### src/rtl/control_sequencer.sv
// Microcoded fetch/decode/execute sequencer for the 8-bit bus CPU.
// The step counter runs T0..T4 or parks in HALTED. All strobes are a combinational decode of (step, opcode, flags).
module control_sequencer #(
  parameter int DATA_WIDTH   = 8,
  parameter int OPCODE_WIDTH = 4
) (
  input  logic                  i_CLOCK,
  input  logic                  i_CLEAR,
  input  logic [DATA_WIDTH-1:0] i_INSTRUCTION,
  input  logic                  i_ZERO_FLAG,
  input  logic                  i_CARRY_FLAG,
  output logic                  o_PC_OUT,
  output logic                  o_PC_INC,
  output logic                  o_PC_LOAD,
  output logic                  o_MAR_IN,
  output logic                  o_RAM_OUT,
  output logic                  o_RAM_IN,
  output logic                  o_IR_IN,
  output logic                  o_IR_OUT,
  output logic                  o_A_IN,
  output logic                  o_A_OUT,
  output logic                  o_B_IN,
  output logic                  o_ALU_OUT,
  output logic                  o_ALU_SUB,
  output logic                  o_FLAGS_IN,
  output logic                  o_OUT_IN,
  output logic                  o_HALT,
  output logic [2:0]            o_STEP
);

  typedef enum logic [2:0] {T0 = 3'd0, T1 = 3'd1, T2 = 3'd2, T3 = 3'd3, T4 = 3'd4, HALTED = 3'd5} state_t;

  typedef struct packed {
    logic pc_out, pc_inc, pc_load, mar_in, ram_out, ram_in, ir_in, ir_out;
    logic a_in, a_out, b_in, alu_out, alu_sub, flags_in, out_in, halt;
  } ctrl_t;

  localparam logic [OPCODE_WIDTH-1:0] OP_LDA = OPCODE_WIDTH'(4'h1);
  localparam logic [OPCODE_WIDTH-1:0] OP_ADD = OPCODE_WIDTH'(4'h2);
  localparam logic [OPCODE_WIDTH-1:0] OP_SUB = OPCODE_WIDTH'(4'h3);
  localparam logic [OPCODE_WIDTH-1:0] OP_STA = OPCODE_WIDTH'(4'h4);
  localparam logic [OPCODE_WIDTH-1:0] OP_LDI = OPCODE_WIDTH'(4'h5);
  localparam logic [OPCODE_WIDTH-1:0] OP_JMP = OPCODE_WIDTH'(4'h6);
  localparam logic [OPCODE_WIDTH-1:0] OP_JC  = OPCODE_WIDTH'(4'h7);
  localparam logic [OPCODE_WIDTH-1:0] OP_JZ  = OPCODE_WIDTH'(4'h8);
  localparam logic [OPCODE_WIDTH-1:0] OP_OUT = OPCODE_WIDTH'(4'hE);
  localparam logic [OPCODE_WIDTH-1:0] OP_HLT = OPCODE_WIDTH'(4'hF);

  state_t                  r_state, w_next;
  ctrl_t                   w_ctrl, w_gated;
  logic [OPCODE_WIDTH-1:0] w_op;

  assign w_op = i_INSTRUCTION[DATA_WIDTH-1 -: OPCODE_WIDTH];

  always_ff @(posedge i_CLOCK or posedge i_CLEAR) begin
    if (i_CLEAR) r_state <= T0;
    else         r_state <= w_next;
  end

  always_comb begin
    w_ctrl = '0;
    w_next = T0;
    case (r_state)
      T0: begin
        w_ctrl.pc_out = 1'b1; w_ctrl.mar_in = 1'b1;
        w_next = T1;
      end
      T1: begin
        w_ctrl.ram_out = 1'b1; w_ctrl.ir_in = 1'b1; w_ctrl.pc_inc = 1'b1;
        w_next = T2;
      end
      T2: begin
        case (w_op)
          OP_LDA, OP_ADD, OP_SUB, OP_STA: begin
            w_ctrl.ir_out = 1'b1; w_ctrl.mar_in = 1'b1;
            w_next = T3;
          end
          OP_LDI: begin w_ctrl.ir_out = 1'b1; w_ctrl.a_in = 1'b1; end
          OP_JMP: begin w_ctrl.ir_out = 1'b1; w_ctrl.pc_load = 1'b1; end
          // Flags only move on FLAGS_IN edges, so sampling them live here is safe
          OP_JC:  begin w_ctrl.ir_out = 1'b1; w_ctrl.pc_load = i_CARRY_FLAG; end
          OP_JZ:  begin w_ctrl.ir_out = 1'b1; w_ctrl.pc_load = i_ZERO_FLAG; end
          OP_OUT: begin w_ctrl.a_out = 1'b1; w_ctrl.out_in = 1'b1; end
          OP_HLT: begin w_ctrl.halt = 1'b1; w_next = HALTED; end
          default: ;
        endcase
      end
      T3: begin
        case (w_op)
          OP_LDA: begin w_ctrl.ram_out = 1'b1; w_ctrl.a_in = 1'b1; end
          OP_STA: begin w_ctrl.a_out = 1'b1; w_ctrl.ram_in = 1'b1; end
          OP_ADD, OP_SUB: begin
            w_ctrl.ram_out = 1'b1; w_ctrl.b_in = 1'b1;
            w_ctrl.alu_sub = (w_op == OP_SUB);
            w_next = T4;
          end
          default: ;
        endcase
      end
      T4: begin
        if (w_op == OP_ADD || w_op == OP_SUB) begin
          w_ctrl.alu_out = 1'b1; w_ctrl.a_in = 1'b1; w_ctrl.flags_in = 1'b1;
          w_ctrl.alu_sub = (w_op == OP_SUB);
        end
      end
      HALTED: begin
        w_ctrl.halt = 1'b1;
        w_next = HALTED;
      end
      default: w_next = T0;
    endcase
  end

  // Clear forces every strobe low immediately, not just from the next edge
  assign w_gated = i_CLEAR ? '0 : w_ctrl;

  assign o_PC_OUT   = w_gated.pc_out;
  assign o_PC_INC   = w_gated.pc_inc;
  assign o_PC_LOAD  = w_gated.pc_load;
  assign o_MAR_IN   = w_gated.mar_in;
  assign o_RAM_OUT  = w_gated.ram_out;
  assign o_RAM_IN   = w_gated.ram_in;
  assign o_IR_IN    = w_gated.ir_in;
  assign o_IR_OUT   = w_gated.ir_out;
  assign o_A_IN     = w_gated.a_in;
  assign o_A_OUT    = w_gated.a_out;
  assign o_B_IN     = w_gated.b_in;
  assign o_ALU_OUT  = w_gated.alu_out;
  assign o_ALU_SUB  = w_gated.alu_sub;
  assign o_FLAGS_IN = w_gated.flags_in;
  assign o_OUT_IN   = w_gated.out_in;
  assign o_HALT     = w_gated.halt;
  assign o_STEP     = i_CLEAR ? 3'd0 : (r_state == HALTED) ? 3'd2 : r_state;

endmodule
### config.mk
export PLATFORM = sky130hd
export DESIGN_NAME = control_sequencer
export DESIGN_NICKNAME = d
export VERILOG_FILES = /design/src/rtl/control_sequencer.sv
export SDC_FILE = /design/constraint.sdc
export NUM_CORES = 1
export LEC_CHECK = 0
export BUFFER_PORTS_ARGS = -buffer_cell sky130_fd_sc_hd__buf_4
export CORE_MARGIN = 4
export CORE_UTILIZATION = 43
export DETAILED_ROUTE_END_ITERATION = 16
export HOLD_SLACK_MARGIN = 0.03
export PLACE_DENSITY = 0.78
export SLEW_MARGIN = 25
export SYNTH_ARGS = -nofsm -noshare
export SYNTH_HDL_FRONTEND = slang
export SYNTH_SLANG_ARGS = --single-unit
### constraint.sdc
create_clock -name i_CLOCK -period 1.7 [get_ports i_CLOCK]
set_input_delay 0.34 -clock i_CLOCK [delete_from_list [all_inputs] [get_ports i_CLOCK]]
set_output_delay 0.34 -clock i_CLOCK [all_outputs]
set_load 0.005 [all_outputs]
---- Word-level counts from Yosys, hierarchy flattened ----
Index checks and enable logic that the tools add are counted.
cells by class
  equality and inequality tests ........... 15
  multiplexer cells ....................... 34
  reduce and logical (&&, ||, !) cells .... 6
operators with widths
  operator                                        number
  2-to-1 mux 1 bit                                20
  == test 4 x 3 -> 1 bit (second input constant)  4
  2-to-1 mux 16 bit                               1
  one-hot mux 3 bit (5 select lines)              1
  == test 4 bit (second input constant)           3
  2-to-1 mux 3 bit                                4
  one-hot mux 1 bit (2 select lines)              5
  == test 4 x 2 -> 1 bit (second input constant)  2
  OR reduction 8 bit                              1
  == test 3 x 2 -> 1 bit (second input constant)  2
  == test 3 bit (second input constant)           2
  one-hot mux 1 bit (3 select lines)              2
  one-hot mux 3 bit (2 select lines)              1
  == test 4 x 1 -> 1 bit (second input constant)  1
  OR reduction 4 bit                              1
  == test 3 x 1 -> 1 bit (second input constant)  1
  logical NOT 3 bit                               1
  OR reduction 3 bit                              1
  OR reduction 2 bit                              1
  logical OR 1 bit                                1
storage, ports and cells
  register bits ........................... 3
  bits of input ports ..................... 12
  output and inout port bits .............. 19

---- Longest topological paths before layout ----
  word-level depth ........................ 5
  depth in mapped cells ................... 5
  gate-level depth less buffers ........... 3

---- Least setup slack after synthesis ----
Ideal clock, no wire load.
  path kind ............................... register to output
  from .................................... reg r_state[2]
  to ...................................... out o_OUT_IN
  data arrival time ....................... 1128 ps
  data required time ...................... 1360 ps
  path slack .............................. 232 ps
  stages on the path, launching flop included .. 4
  path buffers ............................ 0
  cell sequence ........................... dfrtp_1 > nand2b_4 > or3_1 > nor3b_2
on the way
  word-level cells in the longest chain between the ends .. 3
ends and longest elaborated chain
  element                 RTL line  text
  start, declared         49        state_t r_state, w_next;
  start signal, assigned  57        else r_state <= w_next;
  == test 3 x 2 -> 1 bit  63        case (r_state)
  2-to-1 mux 1 bit        63
  2-to-1 mux 16 bit       115       assign w_gated = i_CLEAR ? '0 : w_ctrl;
  end, declared           26        output logic o_OUT_IN,
Every way passes these cells.

---- Worst setup path in the final report ----
Same ends and word-level chain as after synthesis.

==> results.md <==
- Outcome: finished with violations
- Failing checks: negative setup slack
- Most used DFF post-synth: dfrtp_1
- Starting Density: 0.4850
- Slew HR: 0.8465
- Die height: roughly 44 microns
- FMAX: around 560 MHz
- Crit path largest cell delay: roughly 420 ps
- Critical path type: flop to output pin
- Leading area contributor after synthesis: dfrtp_1
- Dpl ws: between 40 and 50 ps
- Syn Area/Cell: 8.001 sq um
- Total gr overflow: 0
- Drt pass-1 iters: 4
- Endpoints failing setup: 3
- Setup TNS: -161.5 ps
- Clk network pwr share: 0.139
- Post-DRT Antenna Nets: 0
- Main area contributors after synthesis: dfrtp_1 13%, buf_6 12%, and3_1 6.6%
- Critical path cell sequence: nand2b_4 -> or3_4 -> nor3b_2 -> buf_4
- Unrepaired setup endpoints after global routing: true
- ANT cells: 0
- Int Pwr: between 0.0005 and 0.0006 W
- Max Clock Skew: around 2.5 ps
- Synth top area share: 0.1322
- Cells after synthesis: 71
- CTS root buf: clkbuf_4
- CTS Hold Bufs: 0
- Net Sw Frac: 0.4222
- Vias in the first global route: 541
- Finished Cell Area: 854.6 sq um
- Remaining DRCs: 0
- Worst-margin pin slew: 228.1 ps
- Worst Path Arrival: between 1000 and 1500 ps
- Post-Syn Area: between 500 and 600 sq um
- Design Power: a little over 0.0009 W
- Row count: 12
- Top reg by flops: r_state
- Dpl hpwl: approximately 990 microns
- Sequential share of power: 0.147
- YS warnings: 0
- Synth unique cells: 35
- Clock latency on the worst-skew pair: around 230 ps
- CTS tree: done
- Vias: about 640
- Startpoint Class: flop
- Initial antenna violation count: 0
- Final setup margin: -99.05 ps
- Switch Pwr: between 0.0003 and 0.0004 W
- Final WL: ~1.7 mm
- Yosys reg bits: 3
- Buffers on Ports: 26
- Clock transition at path regs: about 40 ps
- Starting DRT DRC Count: 3
- Placer Congestion: roughly 0.76
- Largest regs: r_state x3
- Global-route wire length before repair: between 2 and 2.5 mm
- Final Net Count: 114
- Via density: ~5.5
- Tot GR Track Use: 0.1528
- PwrDens: ~1100 mW/mm^2
- Min-delay worst type: input port to async pin
- Max reg flops: 3
- Final period util: 1.058
- Synth Net Count: between 80 and 90
- Req. time, crit path: 1360 ps
- Tmin final: between 1500 and 2000 ps
- Synth async-reset ratio: 1.000
- Peak supply drop: just over 0.7 mV
- Top-level I/O count: 31
- P_leak: slightly below 0.4 nW
- Core Area: about 0.0012 sq mm
- CP Capture Type: output pin
- EDFF count, synth: 0
- Chip width: around 44 microns
- Share of cells above drive strength 1: 0.5743
- Sink Count: 3
- Drt wl/cell: 14.45 microns
- CTS Buffer Depth: 2
- Max_cap viols: 0
- DIE AREA: about 0.0020 sq mm
- Sequential area share after synthesis: 0.1322
- Post-Route Utilization: 0.7297
- Final hold vios: 0
- Slowest stage cell, crit path: dfrtp_1
- Htree depth: 1
- Synth-to-Final Area Change: 50.44%
- Comb power frac: 0.714
- Largest net degree at the start of global routing: 12
- Num CTS Buffers: 3
- Critical path fanouts, max: 5
- Placed cell area: just over 700 sq um
- Final Slew Violations: 0
==> worst max-delay path: cells and delay by family, from the launching register on <==
family        cells  cell delay [ps]
buf+inv           1              130
flops             1              420
simple gates      3              680
==> logic make-up after synthesis <==
kind of cell	after synthesis	share of synthesized area
XOR/XNOR	3	0.04626
AND/OR/NAND/NOR	39	0.4626
buffers and inverters	11	0.1828
AO/OA/AOI/OAI	15	0.1762
flip-flops	3	0.1322
==> path summary, 6_finish.rpt <==
kind | start | endpoint | slack [ps] | cells after the start
max in group asynchronous | i_CLEAR | r_state[1]$_DFF_PP0_ | 1430 | 2
min in group i_CLOCK | i_INSTRUCTION[5] | r_state[1]$_DFF_PP0_ | 540 | 4
setup / recovery | r_state[2]$_DFF_PP0_ | o_OUT_IN | -100 | 4
hold reg to reg | r_state[1]$_DFF_PP0_ | r_state[1]$_DFF_PP0_ | 760 | 3
setup reg to reg | r_state[1]$_DFF_PP0_ | r_state[2]$_DFF_PP0_ | 550 | 4
hold / removal | i_CLEAR | r_state[0]$_DFF_PP0_ | 90 | 2
==> layout by cell type, fill, tap and decap left out, types with 2 or more instances in the layout <==
| cell type | netlist | layout |
|---|---|---|
| clkbuf_4 | 0 | 3 |
| nand4bb_1 | 2 | 2 |
| nor2_1 | 8 | 7 |
| and3_1 | 6 | 6 |
| nor3b_2 | 2 | 2 |
| xor2_1 | 2 | 2 |
| a21oi_2 | 0 | 4 |
| nand2_1 | 2 | 2 |
| buf_4 | 2 | 35 |
| or3_4 | 1 | 2 |
| nand2b_4 | 1 | 2 |
| a21oi_1 | 6 | 2 |
| dfrtp_1 | 3 | 2 |
| nand3_1 | 3 | 2 |
| nand3b_1 | 4 | 4 |
==> power by group through the flow <==
stage	Clock [W]	Combinational (W)	Sequential, W
floorplan	0	0.000399	0.000122
global placement	0	0.000500	0.000132
detailed placement	0	0.000507	0.000133
CTS	0.000134	0.000566	0.000133
global route	0.000142	0.000693	0.000139
finish	0.000127	0.000654	0.000135
==> cell usage after synthesis, types with 2 or more instances <==
master,n
nor2_1,8
a21oi_1,6
and3_1,6
buf_6,6
nand3b_1,4
dfrtp_1,3
nand3_1,3
buf_4,2
nand2_1,2
nand2b_1,2
nand4bb_1,2
nor3b_2,2
o21ai_0,2
xor2_1,2
==> cell type report <==
cell class | count | area (sq um)
fill | 91 | 316.6
inverter | 1 | 3.754
timing repair buffer | 36 | 274.0
multi-input combinational | 57 | 456.7
sequential | 3 | 76.32
tap | 14 | 17.52
clock buffer | 4 | 26.28
==> metal layers <==
layer,wire length (microns),GRT usage,part of all wire,vias to the layer above
li1,-,-,-,314
met1,661,0.1792,0.40,303
met2,899,0.2703,0.54,20
met3,101,0.06911,0.061,0
met4,0,0,0,0
met5,0,0,0,-
==> per-stage QoR <==
| stage | cells | hold slack [ps] |
|---|---|---|
| 2_1_floorplan | 71 | 257.1 |
| 3_3_place_gp | 107 | 296.8 |
| 6_report | 115 | 90.87 |
| 5_1_grt | 115 | 94.82 |
| 3_5_place_dp | 107 | 308.2 |
| 4_1_cts | 114 | 66.72 |
==> timing repair <==
action,in CTS,in global routing
endpoints found under the hold margin,0,0
endpoints found under the setup margin,6,12
gates resized for setup,6,11
setup buffers,3,2
pin swaps,3,3
Note: power is estimated with default switching activity, not from simulation.
